`config.mk`:
```
export PLATFORM = sky130hd
export DESIGN_NAME = hazard_ctrl_seq
export DESIGN_NICKNAME = d
export VERILOG_FILES = /design/src/rtl/hazard_ctrl_seq.sv
export SDC_FILE = /design/constraint.sdc
export NUM_CORES = 1
export LEC_CHECK = 0
export CORE_MARGIN = 2
export CORE_UTILIZATION = 34
export DETAILED_ROUTE_END_ITERATION = 10
export PLACE_DENSITY = 0.95
export SYNTH_ARGS = -nofsm -noshare
export SYNTH_HDL_FRONTEND = slang
export SYNTH_SLANG_ARGS = --single-unit
```
`constraint.sdc`:
```
create_clock -name clk -period 2.75 [get_ports clk]
set_input_delay 0.275 -clock clk [delete_from_list [all_inputs] [get_ports clk]]
set_output_delay 0.275 -clock clk [all_outputs]
set_load 0.03 [all_outputs]
```
`src/rtl/hazard_ctrl_seq.sv`:
```
// hazard_ctrl_seq: sequential pipeline control for stalls, exceptions, branches, jumps and multi-cycle load-use bubbles.
module hazard_ctrl_seq #(
  parameter int          REG_AW          = 5,
  parameter int          LU_STALL_CYCLES = 1,
  parameter logic [31:0] EXC_BASE        = 32'h8000_0000,
  parameter logic [31:0] INT_BASE        = 32'h8000_0180,
  parameter bit          RI_HALT         = 1'b0
) (
  input  logic              clk,
  input  logic              reset,
  input  logic              id_jmp,
  input  logic              mem_jr,
  input  logic              mem_branch_state,
  input  logic              mem_stall,
  input  logic [31:0]       mem_excepttype,
  input  logic              idex_mem_r,
  input  logic [REG_AW-1:0] ifid_rs_addr,
  input  logic [REG_AW-1:0] ifid_real_rt_addr,
  input  logic              ifid_rs_used,
  input  logic              ifid_rt_used,
  input  logic [REG_AW-1:0] idex_real_rd_addr,
  output logic [4:0]        cu_stall,
  output logic [2:0]        cu_flush,
  output logic [2:0]        cu_pc_src,
  output logic [31:0]       cu_vector,
  output logic [3:0]        cu_cause,
  output logic              cu_exl,
  output logic              cu_halted
);
  typedef enum logic [1:0] {IDLE, LU_STALL, HALT} state_t;
  state_t      state;
  logic [3:0]  lu_cnt;
  logic [31:0] eff;
  logic        exc_take, is_eret, is_int, ri_halt, redirect, hazard, bubble;
  always_comb begin
    eff      = (cu_exl && mem_excepttype >= 32'd1 && mem_excepttype <= 32'd8) ? '0 : mem_excepttype;
    exc_take = eff != '0 && eff <= 32'hD;
    is_eret  = eff == 32'hD;
    is_int   = eff <= 32'd8;
    ri_halt  = RI_HALT && eff == 32'hA;
    redirect = mem_branch_state || mem_jr;
    hazard   = idex_mem_r && idex_real_rd_addr != '0 &&
               ((ifid_rs_used && ifid_rs_addr == idex_real_rd_addr) ||
                (ifid_rt_used && ifid_real_rt_addr == idex_real_rd_addr));
    bubble   = state == LU_STALL || hazard;
    cu_stall  = '0;
    cu_flush  = '0;
    cu_pc_src = 3'd4;
    cu_vector = '0;
    if (reset)
      cu_flush = 3'b111;
    else if (state == HALT || mem_stall)
      cu_stall = 5'b11111;
    else if (exc_take) begin
      cu_flush  = 3'b111;
      cu_pc_src = is_eret ? 3'd2 : 3'd1;
      cu_vector = is_eret ? '0 : is_int ? INT_BASE : EXC_BASE;
      cu_stall  = ri_halt ? 5'b11111 : 5'b00000;
    end else if (redirect) begin
      cu_pc_src = 3'd3;
      cu_flush  = 3'b011;
    end else if (id_jmp)
      cu_pc_src = 3'd0;
    else if (bubble) begin
      cu_stall = 5'b00011;
      cu_flush = 3'b010;
    end
  end
  // A jump outranks a bubble, so the count only advances on cycles that really emit one.
  always_ff @(posedge clk) begin
    if (reset) begin
      state     <= IDLE;
      lu_cnt    <= '0;
      cu_cause  <= '0;
      cu_exl    <= 1'b0;
      cu_halted <= 1'b0;
    end else if (state != HALT && !mem_stall) begin
      if (exc_take) begin
        state     <= ri_halt ? HALT : IDLE;
        lu_cnt    <= '0;
        cu_halted <= ri_halt;
        cu_exl    <= !is_eret;
        if (!is_eret) cu_cause <= eff[3:0];
      end else if (redirect) begin
        state  <= IDLE;
        lu_cnt <= '0;
      end else if (!id_jmp && state == LU_STALL) begin
        state  <= lu_cnt == 4'd1 ? IDLE : LU_STALL;
        lu_cnt <= lu_cnt - 4'd1;
      end else if (!id_jmp && hazard && LU_STALL_CYCLES > 1) begin
        state  <= LU_STALL;
        lu_cnt <= 4'(LU_STALL_CYCLES - 1);
      end
    end
  end
endmodule

```
=== After elaboration in Yosys (flattened, before gate mapping) ===
Cells that the tools add are included.

* $add $sub $neg: 1
* Magnitude comparators: 4
* Eq/ne operators: 7
* Muxes and demuxes: 31
* Bitwise logic cells: 1
* Reduce and logical (&&, ||, !) cells: 22

{| class="wikitable"
|+ Operators with widths
! kind !! count
|-
| 32-bit 2-to-1 mux || 5
|-
| 32-bit by 4-bit <= comparator with 1-bit output (second input constant) || 3
|-
| 32-bit by 4-bit equality test with 1-bit output (second input constant) || 1
|-
| 32-bit by 1-bit greater-or-equal comparator with 1-bit output (second input constant) || 1
|-
| 32-bit nonzero test || 1
|-
| 3-bit 2-to-1 mux || 8
|-
| 2-bit 2-to-1 mux || 11
|-
| 4-bit 2-to-1 mux || 3
|-
| 5-bit equality test || 2
|-
| 5-bit 2-to-1 mux || 2
|-
| 1-bit logical AND || 9
|-
| 9-bit 2-to-1 mux || 1
|-
| 5-bit nonzero test || 1
|-
| 4-bit by 1-bit equality test with 1-bit output (second input constant) || 1
|-
| 1-bit logical OR || 4
|-
| 2-bit AND reduction || 2
|-
| 4-bit by 1-bit subtractor with 4-bit output (second input constant) || 1
|-
| 1-bit logical NOT || 3
|-
| 3-bit AND reduction || 1
|-
| 3-bit nonzero test || 1
|-
| 2-bit by 1-bit equality test with 1-bit output (second input constant) || 1
|-
| 2-bit equality test (second input constant) || 1
|-
| 2-bit != test (second input constant) || 1
|-
| 1-bit 2-to-1 mux || 1
|-
| 1-bit inverter || 1
|}

* Flip-flop bits (word level): 11
* Input bits: 56
* Output and inout port bits: 49
* Logic and storage cells: 70

=== Logic depth before layout (Yosys ltp) ===
* Depth after elaboration: 11
* Depth in mapped cells: 6
* Depth with buffers taken out: 5

=== Worst setup path after synthesis ===
No wires, ideal clock.

* Path type: input to output
* From: input port mem_excepttype[22]
* To: output port cu_vector[8]
* Data arrival time: 2.522 ns
* Required time: 2.475 ns
* Slack: -0.047 ns
* Stages: 5
* Path buffers: 1
* Path through: nor4_2 o2111ai_2 or2_1 nor4b_1 buf_4

* Word-level cells in the longest chain between the ends: 10
* Elaborated cells on any way between the ends: 15
* Classes of those cells: 4 x order compare; 1 x eq/ne; 6 x mux; 4 x reduce/logical

{| class="wikitable"
|+ Ends and longest elaborated chain
! what !! line !! text
|-
| start: declaration || 15 || <nowiki>input logic [31:0] mem_excepttype,</nowiki>
|-
| 32-bit by 1-bit greater-or-equal comparator with 1-bit output || 36 || <nowiki>eff = (cu_exl && mem_excepttype >= 32'd1 && mem_excepttype <= 32'd8) ? '0 : mem_excepttype;</nowiki>
|-
| 1-bit logical AND (2 in series) || 36 ||
|-
| 32-bit 2-to-1 mux (*) || 36 ||
|-
| 32-bit by 4-bit <= comparator with 1-bit output || 39 || <nowiki>is_int = eff <= 32'd8;</nowiki>
|-
| 9-bit 2-to-1 mux || 57 || <nowiki>cu_vector = is_eret ? '0 : is_int ? INT_BASE : EXC_BASE;</nowiki>
|-
| 32-bit 2-to-1 mux || 57 ||
|-
| 32-bit 2-to-1 mux (*) || 54 || <nowiki>else if (exc_take) begin</nowiki>
|-
| 32-bit 2-to-1 mux (*) || 52 || <nowiki>else if (state == HALT || mem_stall)</nowiki>
|-
| 32-bit 2-to-1 mux (*) || 50 || <nowiki>if (reset)</nowiki>
|-
| end: declaration || 25 || <nowiki>output logic [31:0] cu_vector,</nowiki>
|}

Mark *: on every way between the ends. The rest lies on a longest branch, timed or not.

=== Worst setup path after layout ===
* From: input port mem_excepttype[3]
* To: output port cu_stall[0]

* Word-level cells in the longest chain between the ends: 9
* Elaborated cells on any way between the ends: 11
* Classes of those cells: 3 x order compare; 4 x mux; 4 x reduce/logical

{| class="wikitable"
|+ Ends and longest elaborated chain
! what !! line !! text
|-
| 32-bit by 1-bit greater-or-equal comparator with 1-bit output || 36 ||
|-
| 1-bit logical AND (2 in series) || 36 ||
|-
| 32-bit 2-to-1 mux (*) || 36 ||
|-
| 32-bit by 4-bit <= comparator with 1-bit output / 32-bit nonzero test (equally long branches) || 37 || <nowiki>exc_take = eff != '0 && eff <= 32'hD;</nowiki>
|-
| 1-bit logical AND (*) || 37 ||
|-
| 2-bit 2-to-1 mux (*) || 54 ||
|-
| 5-bit 2-to-1 mux (*) || 52 ||
|-
| 5-bit 2-to-1 mux (*) || 50 ||
|-
| end: declaration || 22 || <nowiki>output logic [4:0] cu_stall,</nowiki>
|}

Marked as above.

==> flow_summary.yaml <==
status:
  status: "finished, final reports clean"
timing:
  hold_viol_final: 0
  finClkSkew_ns: 0.00861
  rsz0062_at_grt: "false"
  finalMaxSlewViolations: 0
  whs_ns: 0.502
  timing.final.crit_share_pct: 93.9
  fmax_ghz: 0.387
  tns_ns: 0
  min_period_ns: 2.58
  setup_viol: 0
critical_path:
  crit_required_ns: 2.48
  reg2reg_slack_ns: 1.21
  crit_fanout: 6
  cp.arrival_ns: 2.31
  critPathCaptureType: "primary output"
  r2r-end: "cu_cause[1]$_SDFFE_PP0P_"
  r2r_cells: 5
  crit_type: "input pin to primary output"
  timing.rr.start: "cu_exl$_SDFFE_PP0P_"
  worstSetupStartpointType: "input pin"
clock_network:
  hold_buffers: 0
  path_clk_slew_ns: 0.06
  cts.sinks: 10
  ctsLongestPathBuffers: 2
  clock_latency_ns: 0.28
  cts_buffers: 3
  htree_num_levels: 1
  cts_tree: "built"
  clockRootBuffer: "clkbuf_4"
worst_hold_path:
  min_to: "cu_cause[3]$_SDFFE_PP0P_"
  hp-class: "flip-flop to flip-flop"
  hp-start: "cu_cause[3]$_SDFFE_PP0P_"
  min_path_cells: 2
logic_synthesis:
  synthMuxAreaShare_pct: 3.44
  synth_compound_area_share_pct: 11.1
  synth_seq_cells: 10
  yosys.area_share.xor_xnor_pct: 9.02
  avgSynthCellArea_sq_um: 8.38
  syn-cell-area_sq_um: 1160
  synth-simple-area-share_pct: 33.2
  syn_inst: 139
  ys_types: 42
  yosys_warnings: 0
  synth_top_family_by_area: "simple AND/OR/NAND/NOR gates"
  synth_seq_area_share_pct: 17.2
  synth-adder-area-share_pct: 2.15
global_route:
  grt_pass1_wl_mm: 5.13
  grt_use_total_pct: 16.2
  overflow: 0
  antenna_found_initial: 0
  grt_max_degree: 10
  first_global_vias: 1167
placement:
  gp_congestion: 0.772
  hpwl_mm: 2.76
  port_buffers: 74
pwr:
  peakVddDrop_mv: 0.297
  cellLeakagePower_nw: 0.695
  power_density_nw_per_um2: 281
finish:
  n_antenna_cell: 0
  final_cell_mix: "clkdlybuf4s50_1, conb_1, nor2_1"
  fin_util_pct: 56.5
  nets: 274
  mostFrequentLayoutCell: "clkdlybuf4s50_1"
  drive_above_1_share_pct: 16.3
  fill_cells: 315
  syn_to_final_growth_pct: 60.6
route:
  vias_per_cell: 4.58
  drc: 0
  first_pass_iters: 5
  drtAntennaViolNets: 0
  wl_mm: 3.19
  wl_per_cell_um: 12.2
  drt_iter0_markers: 18
  vias: 1196
floorplanning:
  rows: 21
  start_util_pct: 35.2
  num_io_pins: 105
  coreArea_sq_um: 3310
  die_y_um: 62.5
  fp.dieArea_sq_um: 3910
  die_w_um: 62.5
run:
  maxCapViolCount: 0
==> state kept, by name, summed over array words and instances (netlist names) <==
| signal | flops |
|---|---|
| cu_cause | 4 |
| state | 1 |
| cu_exl | 1 |
| lu_cnt | 4 |
==> power by group <==
part / internal (mW) / leakage [nW] / switching (mW) / total (mW)
combinational: 0.110 / 0.593 / 0.130 / 0.240
clock: 0.0806 / 0.0210 / 0.0563 / 0.137
sequential: 0.147 / 0.0808 / 0.00163 / 0.148
total: 0.338 / 0.695 / 0.188 / 0.525
==> cells by family after synthesis <==
logic type | after synthesis
compound gates | 17
buf+inv | 39
fa+ha+maj | 2
simple gates | 54
xor+xnor | 12
mux | 4
other cells | 1
flops | 10
==> how the worst max path moves through the flow <==
stage	start	to	slack, ns	cells after the start
after floorplan	mem_excepttype[2]	cu_stall[1]	0.40	6
after global placement	mem_excepttype[2]	cu_pc_src[2]	0.13	6
after detailed placement	mem_excepttype[2]	cu_pc_src[2]	0.11	6
after CTS	mem_excepttype[2]	cu_pc_src[2]	0.08	6
after global routing	mem_excepttype[3]	cu_stall[0]	0.02	8
final	mem_excepttype[3]	cu_stall[0]	0.17	8
==> metrics by stage <==
stage          worst slack (ns)  instance area [sq um]  cells  power [mW]
4_1_cts                  0.0828                   1860    261       0.525
6_report                  0.169                   1870    261       0.525
5_1_grt                  0.0158                   1870    261       0.547
2_1_floorplan             0.398                   1280    168       0.308
3_5_place_dp              0.114                   1830    257       0.392
3_3_place_gp              0.131                   1830    257       0.388
==> worst max-delay path, stage by stage <==
cell	delay (ns)
clkdlybuf4s50_1	0.51
nor4_1	0.40
a31o_2	0.21
o41ai_2	0.09
buf_4	0.17
or2_2	0.27
o21bai_1	0.19
buf_4	0.20
==> synth_stat cells <==
| cell type | count | area [sq um] |
|---|---|---|
| buf_4 | 34 | 255 |
| nor2_1 | 16 | 60.1 |
| xnor2_1 | 11 | 96.3 |
| dfxtp_1 | 10 | 200 |
| a21oi_1 | 5 | 25.0 |
| nor4_2 | 5 | 62.6 |
| mux2i_1 | 4 | 40.0 |
| nand2_1 | 4 | 15.0 |
| inv_1 | 3 | 11.3 |
| nand2b_1 | 3 | 18.8 |
| nor4_1 | 3 | 18.8 |
| nor4_4 | 3 | 63.8 |
| ha_1 | 2 | 25.0 |
| nand3_1 | 2 | 10.0 |
| nand4_1 | 2 | 12.5 |
| nor2b_1 | 2 | 12.5 |
| nor4b_1 | 2 | 17.5 |
| o21ai_0 | 2 | 10.0 |
| o21bai_1 | 2 | 15.0 |
| or3_1 | 2 | 12.5 |
| a31o_2 | 1 | 8.76 |
| and3b_1 | 1 | 8.76 |
| buf_2 | 1 | 5.00 |
| clkbuf_1 | 1 | 3.75 |
| conb_1 | 1 | 3.75 |
| nand4_2 | 1 | 12.5 |
| nand4b_1 | 1 | 8.76 |
| nor3_1 | 1 | 5.00 |
| nor3b_1 | 1 | 7.51 |
| o2111ai_2 | 1 | 15.0 |
| o211ai_1 | 1 | 7.51 |
| o21a_1 | 1 | 7.51 |
| o22ai_1 | 1 | 6.26 |
| o311ai_0 | 1 | 8.76 |
| o31a_1 | 1 | 8.76 |
| o41ai_2 | 1 | 16.3 |
| or2_1 | 1 | 6.26 |
| or2_2 | 1 | 6.26 |
| or3b_1 | 1 | 8.76 |
| or4_1 | 1 | 7.51 |
| or4_4 | 1 | 11.3 |
| xor2_1 | 1 | 8.76 |
==> layout make-up <==
class                           count  area (sq um)  share of cell area (%)
Clock buffer                        4          36.3                    1.94
Timing Repair Buffer               79           756                    40.4
Tap cell                           46          57.6                    3.08
Multi-Input combinational cell    119           810                    43.3
Sequential cell                    10           200                    10.7
Inverter                            3          11.3                   0.602
==> timing repair <==
action / 4_1_cts / 5_1_grt
buffers inserted: 0 / 0
endpoints found under the setup margin: 0 / 3
gates resized for setup: 0 / 2
==> layer usage <==
metal  wire length [um]  GRT usage (%)  vias up
met5                  0              0        -
met3                349           5.05       11
met1               1130           16.8      523
li1                   -              -      580
met2               1620           30.4       82
met4                 90           6.11        0
(Power assumes the default switching activity.)
